## src/rtl/alu_cmd_sequencer.sv

```systemverilog
// alu_cmd_sequencer: FIFO-buffered command front-end that serialises operations into the accumulator ALU
module alu_cmd_sequencer #(
    parameter int DEPTH       = 4,
    parameter int ALU_LATENCY = 1
) (
    input  logic       clk,
    input  logic       rst,
    input  logic       cmd_valid,
    output logic       cmd_ready,
    input  logic [2:0] cmd_op,
    input  logic       cmd_use_acc,
    input  logic [7:0] cmd_a,
    input  logic [7:0] cmd_b,
    output logic [2:0] alu_in_selector,
    output logic [7:0] alu_num1,
    output logic [7:0] alu_num2,
    output logic [6:0] alu_out_selector,
    input  logic [7:0] alu_result,
    input  logic       alu_overflow,
    output logic       rsp_valid,
    input  logic       rsp_ready,
    output logic [7:0] rsp_data,
    output logic       rsp_error,
    output logic       busy
);
    localparam int AW = $clog2(DEPTH);
    localparam int CW = ALU_LATENCY > 1 ? $clog2(ALU_LATENCY) : 1;
    typedef enum logic [1:0] {IDLE, ISSUE, WAIT, RESP} stateT;
    stateT state;
    logic [19:0] fifoMem [DEPTH];
    logic [AW:0] wrPtr, rdPtr;
    logic [19:0] head;
    logic [CW-1:0] waitCnt;
    logic empty, full, push, pop, illegal;
    assign head      = fifoMem[rdPtr[AW-1:0]];
    assign empty     = wrPtr == rdPtr;
    assign full      = (wrPtr[AW] != rdPtr[AW]) && (wrPtr[AW-1:0] == rdPtr[AW-1:0]);
    assign cmd_ready = !full;
    assign push      = cmd_valid && !full;
    assign pop       = state == IDLE && !empty;
    assign busy      = state != IDLE || !empty;
    always_ff @(posedge clk) begin
        if (push) fifoMem[wrPtr[AW-1:0]] <= {cmd_op, cmd_use_acc, cmd_a, cmd_b};
    end
    always_ff @(posedge clk or posedge rst) begin
        if (rst) begin
            state            <= IDLE;
            wrPtr            <= '0;
            rdPtr            <= '0;
            waitCnt          <= '0;
            illegal          <= 1'b0;
            alu_in_selector  <= 3'b001;
            alu_num1         <= '0;
            alu_num2         <= '0;
            alu_out_selector <= '0;
            rsp_valid        <= 1'b0;
            rsp_data         <= '0;
            rsp_error        <= 1'b0;
        end else begin
            alu_in_selector <= 3'b100;
            if (push) wrPtr <= wrPtr + 1'b1;
            case (state)
                IDLE: if (pop) begin
                    rdPtr   <= rdPtr + 1'b1;
                    illegal <= &head[19:17];
                    state   <= ISSUE;
                    if (!(&head[19:17])) begin
                        alu_in_selector  <= head[16] ? 3'b100 : 3'b010;
                        alu_num1         <= head[15:8];
                        alu_num2         <= head[7:0];
                        alu_out_selector <= 7'b1000000 >> head[19:17];
                    end
                end
                // An illegal op spends its issue slot with the ALU left untouched
                ISSUE: begin
                    waitCnt <= CW'(ALU_LATENCY - 1);
                    state   <= illegal ? RESP : WAIT;
                    if (illegal) begin
                        rsp_data  <= '0;
                        rsp_error <= 1'b1;
                        rsp_valid <= 1'b1;
                    end
                end
                WAIT: if (waitCnt == '0) begin
                    rsp_data  <= alu_result;
                    rsp_error <= alu_overflow;
                    rsp_valid <= 1'b1;
                    state     <= RESP;
                end else waitCnt <= waitCnt - 1'b1;
                RESP: if (rsp_ready) begin
                    rsp_valid <= 1'b0;
                    state     <= IDLE;
                end
                default: state <= IDLE;
            endcase
        end
    end
endmodule

```

## config.mk

```make
export PLATFORM = sky130hd
export DESIGN_NAME = alu_cmd_sequencer
export DESIGN_NICKNAME = d
export VERILOG_FILES = /design/src/rtl/alu_cmd_sequencer.sv
export SDC_FILE = /design/constraint.sdc
export NUM_CORES = 1
export LEC_CHECK = 0
export CELL_PAD_IN_SITES_DETAIL_PLACEMENT = 0
export CELL_PAD_IN_SITES_GLOBAL_PLACEMENT = 2
export CORE_AREA = 2 2 143 145
export DETAILED_ROUTE_END_ITERATION = 16
export DIE_AREA = 0 0 145 147
export GPL_TIMING_DRIVEN = 0
export PLACE_DENSITY_LB_ADDON = 0.1
export SYNTH_ARGS = -nofsm -noshare
export SYNTH_HDL_FRONTEND = slang
export SYNTH_SLANG_ARGS = --single-unit
```

## constraint.sdc

```tcl
create_clock -name clk -period 2.34 [get_ports clk]
set_input_delay 0.702 -clock clk [delete_from_list [all_inputs] [get_ports clk]]
set_output_delay 0.702 -clock clk [all_outputs]
set_load 0.02 [all_outputs]
```

# Yosys cells after proc, flatten, opt, wreduce, memory -nomap -nowiden
# Memories as Yosys holds them, arrays and structs flattened.
# Index checks and enable logic that the tools add are counted.
# word_totals
mem_count	1
mem_bits_rw	80
register_bits	46
# memory_table
name	depth	width	read_ports	rd_clocked_by_memory_dff	write_ports	line	rtl
fifoMem	4	20	1	0	1	30	logic [19:0] fifoMem [DEPTH];
# classes
n_bitwise	1
n_eq_ne	10
muxes	22
reduce_logical	16
addsub	3
shifts	1
# op_table
operator	count
$mux W8	2
$pmux W8 S2	1
$mux W3	4
$reduce_and A3 Y1	4
$mux W1	8
$ne A2 B2 Y1 const B	4
$pmux W2 S4	1
$shr A7 B3 Y7 const A	1
$add A3 B1 Y3 const B	2
$mux W2	3
$eq A2 B2 Y1 const B	2
$pmux W1 S2	2
$reduce_and A4 Y1	1
$reduce_bool A2 Y1	2
$eq A3 B3 Y1	1
$logic_and A1 B1 Y1	3
$pmux W1 S3	1
$reduce_bool A3 Y1	1
$eq A2 B1 Y1 const B	1
$eq A2 B2 Y1	1
$logic_not A1 Y1	2
$logic_not A2 Y1	1
$reduce_and A2 Y1	1
$logic_or A1 B1 Y1	1
other kinds (3)	3

# Depth between registers and ports, before layout
# depth
word_depth	6
ltp_mapped	7
mapped_depth_nobuf	6

# Worst setup path before layout
# No wires, ideal clock.
# synth_timing
kind	flip-flop to flip-flop
start	register rdPtr[0]
end	memory fifoMem[3][0] (enable)
setup_slack_ps	153
path_buffers	2
path_stages_with_launch	6
setup_ps	380
period_less_slack_ps	2187
arrival_time_ps	1808
path_cell_list	dfrtp_1 -> buf_6 -> buf_4 -> xnor2_1 -> a31oi_1 -> and2_1
# synth_between
elab_chain_cells	6
# synth_lines
element	line	rtl
start: declaration	31	logic [AW:0] wrPtr, rdPtr;
start signal: assignment	64	rdPtr <= rdPtr + 1'b1;
$eq A2 B2 Y1	37	assign full = (wrPtr[AW] != rdPtr[AW]) && (wrPtr[AW-1:0] == rdPtr[AW-1:0]);
$logic_and A1 B1 Y1	37	
$logic_not A1 Y1	39	assign push = cmd_valid && !full;
$logic_and A1 B1 Y1	39	
$mux W1	43	if (push) fifoMem[wrPtr[AW-1:0]] <= {cmd_op, cmd_use_acc, cmd_a, cmd_b};
$mux W1 (implied by the code)	43	
end: declaration	30	
# Every way passes these cells.

# Worst setup path in the final report
# layout_timing
start	register rdPtr[0]
end	output cmd_ready
# layout_between
elab_chain_cells	3
# layout_lines
element	line	rtl
$eq A2 B2 Y1	37	
$logic_and A1 B1 Y1	37	
$logic_not A1 Y1	38	assign cmd_ready = !full;
end: declaration	9	output logic cmd_ready,
# Every way passes these cells.

==> Implementation_results.wiki <==
{| class="wikitable"
! Metric !! Value
|-
| Area of the core region || 19,800 sq um
|-
| Number of antenna violations at the first check in global routing || 0
|-
| Most used flip-flop cell after synthesis || edfxtp_1
|-
| Post-synth design cell area || 4870 sq um
|-
| Power Dens Cells || 1470 nW/um^2
|-
| Post-synthesis net count || 300
|-
| Post-DR vias/cell || 4.00
|-
| Slew headroom || 37.9%
|-
| Number of slew-limit violations in the final report || 0
|-
| Overflow left after global routing || 0
|-
| Worst-path fanout max || 10
|-
| TritonCTS Buffers || 17
|-
| Number of global-route vias before repair || 2,763
|-
| Post-route total power || 9670 uW
|-
| Result of the run || completed
|-
| Fillers || 1,953
|-
| Main combinational cell family by area after synthesis || multiplexers
|-
| Htree depth || 4
|-
| Fraction of final layout cells with drive strength greater than 1 || 26.0%
|-
| Worst Setup Path Type || reg2out
|-
| Critical Path End Type || output port
|-
| First-pass GRT wire length || 16.4 mm
|-
| Max-Cap Viols || 0
|-
| Top post-synthesis cells by area || edfxtp_1 49%, dfrtp_1 23%, mux4_2 9.2%
|-
| Post-synthesis share of cell area spent on full adders, half adders and majority gates || 2.31%
|-
| Final worst-path cycle share || 98.6%
|-
| Routability congestion estimate || 0.640
|-
| Antenna Violating Nets Remaining || 0
|-
| Total global routing track utilization || 10.6%
|-
| Avg Cell Area, Syn || 18.9 sq um
|-
| HP Class || reg2reg
|-
| Port Buffer Count || 70
|-
| Non-Filler Cell Area, Final || 6600 sq um
|-
| IO Count || 71
|-
| Distinct cell type count of the synthesized netlist || 37
|-
| Finish-stage setup viols || 0
|-
| Clock root cell || clkbuf_16
|-
| Signal arrival time at the worst endpoint || 1.61 ns
|-
| Number of enable-type register cells in the synthesized netlist || 80
|-
| Maximum buffer depth of the clock tree || 2
|-
| Number of synthesized register bits || 125
|-
| Sum of negative setup slack || 0 ns
|-
| Starting density of the core || 24.6%
|-
| Slew of the pin with the lowest slew margin || 0.923 ns
|-
| Portion of netlist area occupied by mux cells || 13.9%
|-
| Overall die height || 147 um
|-
| Vias post-DR || 2,525
|-
| HPWL after detailed placement || 6.40 mm
|-
| Placed instance area || 5930 sq um
|-
| DRC violations left || 0
|-
| Final Hold Violating Endpoints || 0
|-
| Clock network latency to the later pin of the worst-skew pair || 0.42 ns
|-
| Top cell type by total area after synthesis || edfxtp_1
|-
| Static power due to leakage || 0.00243 uW
|-
| Inserted Diodes || 0
|-
| Number of hold-repair buffers added at the cts stage || 0
|-
| DRC marker count from the first detailed-route iteration || 149
|-
| TritonCTS clock tree || yes
|-
| Synth Area in XOR/XNOR || 1.62%
|-
| Clk slew on worst S/H paths || 0.05 ns
|-
| Commonest cells in the netlist || 80 x edfxtp_1, 44 x dfrtp_1, 20 x mux4_2
|-
| Warnings from Yosys || 0
|-
| Pin count of the biggest net entering global routing || 35
|-
| Avg WL per Cell || 16.6 um
|-
| Setup repair after global routing missed its margin || true
|-
| Post-synthesis sequential area ratio || 72.4%
|-
| Compound-cell area share of the yosys netlist || 4.42%
|-
| Post-Synthesis Cells || 258
|-
| CP Launch Type || register
|-
| VDD IR max || 0.593 mV
|-
| Number of placement rows || 52
|-
| Required time at the worst-slack endpoint || 1.64 ns
|-
| Area overhead of the layout relative to synthesis || 35.4%
|-
| Worst Clk Skew || 0.0139 ns
|-
| Tmin final || 2.31 ns
|-
| Clk sinks || 125
|-
| Total length of routed wires || 10.5 mm
|-
| Area fraction in and, or, nand and nor cells after synthesis || 2.98%
|-
| Cell with the most instances after synthesis || edfxtp_1
|-
| Post-layout net count || 392
|-
| Synth async-reset ratio || 36.0%
|-
| Achievable Freq || 0.433 GHz
|-
| Die width || 145 um
|-
| Die outline area || 21,300 sq um
|-
| First-pass iteration count of the detailed router || 4
|-
| Share of Yosys cell area claimed by the top area cell type || 49.3%
|}
-- area by class of cell --
class | instances | area, sq um | share of cell area [%]
flip-flops and latches | 125 | 3530 | 53.5
multi-input cells | 114 | 1280 | 19.4
clock inverters | 13 | 164 | 2.48
well taps | 270 | 338 | 5.12
plain buffers | 8 | 77.6 | 1.18
inverters | 11 | 41.3 | 0.626
repair buffers | 73 | 734 | 11.1
clock buffers | 18 | 429 | 6.50
-- critical path, cell delays in order, from the launching register on --
cell and delay [ns]:
dfrtp_1 0.38, buf_6 0.14, buf_6 0.17, xnor2_2 0.19, nand3_1 0.13, buf_4 0.19
-- layout by cell type, fill, tap and decap left out, types with 6 or more instances in the layout --
cell / count
mux2_2: 8
mux4_2: 20
inv_1: 10
a22o_1: 9
nor2_1: 6
nand2_1: 10
clkbuf_16: 17
edfxtp_1: 80
clkdlybuf4s50_1: 68
mux2_4: 9
dfrtp_1: 42
ha_1: 9
-- metal layers --
layer	GRT usage (%)	wire [um]
met3	3.79	471
met1	13.4	4740
met4	4.31	101
met2	16.5	5170
met5	0	0
-- final timing paths --
path / start / endpoint / slack (ns) / cells after the start
min in group asynchronous: rst / rsp_data[4]$_DFFE_PP0P_ / 0.55 / 2
worst min-delay path: alu_out_selector[4]$_DFFE_PP0P_ / alu_out_selector[4]$_DFFE_PP0P_ / 0.50 / 1
worst max register to register: state[0]$_DFFE_PP0P_ / alu_num2[0]$_DFFE_PP0P_ / 0.17 / 7
worst max-delay path: rdPtr[0]$_DFFE_PP0P_ / cmd_ready / 0.03 / 5
max in group asynchronous: rst / alu_in_selector[0]$_DFF_PP1_ / 1.23 / 3
worst min register to register: alu_out_selector[4]$_DFFE_PP0P_ / alu_out_selector[4]$_DFFE_PP0P_ / 0.50 / 1
-- timing repair --
item	in CTS	in global routing
endpoints found under the setup margin	83	86
setup buffers	2	0
pin swaps	1	1
resized for setup	21	8
-- registers in the layout, summed over array words and instances (netlist names) --
| register | flops |
|---|---|
| alu_in_selector | 3 |
| alu_num1 | 8 |
| alu_num2 | 8 |
| alu_out_selector | 7 |
| fifoMem | 80 |
| illegal | 1 |
| rdPtr | 3 |
| rsp_data | 8 |
| rsp_error | 1 |
| rsp_valid | 1 |
| state | 2 |
| wrPtr | 3 |
-- cells by family (layout without fill, tap and decap cells) --
| logic type | after synthesis | after routing |
|---|---|---|
| XOR/XNOR | 9 | 9 |
| adder cells (fa/ha/maj) | 9 | 9 |
| multiplexers | 37 | 37 |
| AND/OR/NAND/NOR | 29 | 29 |
| buffers and inverters | 19 | 123 |
| flip-flops | 125 | 125 |
| other | 1 | 1 |
| AO/OA/AOI/OAI | 29 | 29 |
-- metrics by stage --
step | worst slack, ns | hold WS (ns) | instances | util [%]
final | 0.0317 | 0.495 | 632 | 33.3
after global routing | -0.0700 | 0.523 | 632 | 33.3
after CTS | -0.100 | 0.502 | 632 | 33.1
after detailed placement | -0.924 | 0.475 | 599 | 29.9
after global placement | -0.928 | 0.476 | 598 | 29.8
after floorplan | 0.153 | 0.461 | 258 | -
-- power breakdown --
group / internal [uW] / leakage, uW / switching [uW]
clock: 1680 / 0.000287 / 982
combinational: 1800 / 0.000866 / 1790
sequential: 3090 / 0.00128 / 333
(Power assumes the default switching activity.)
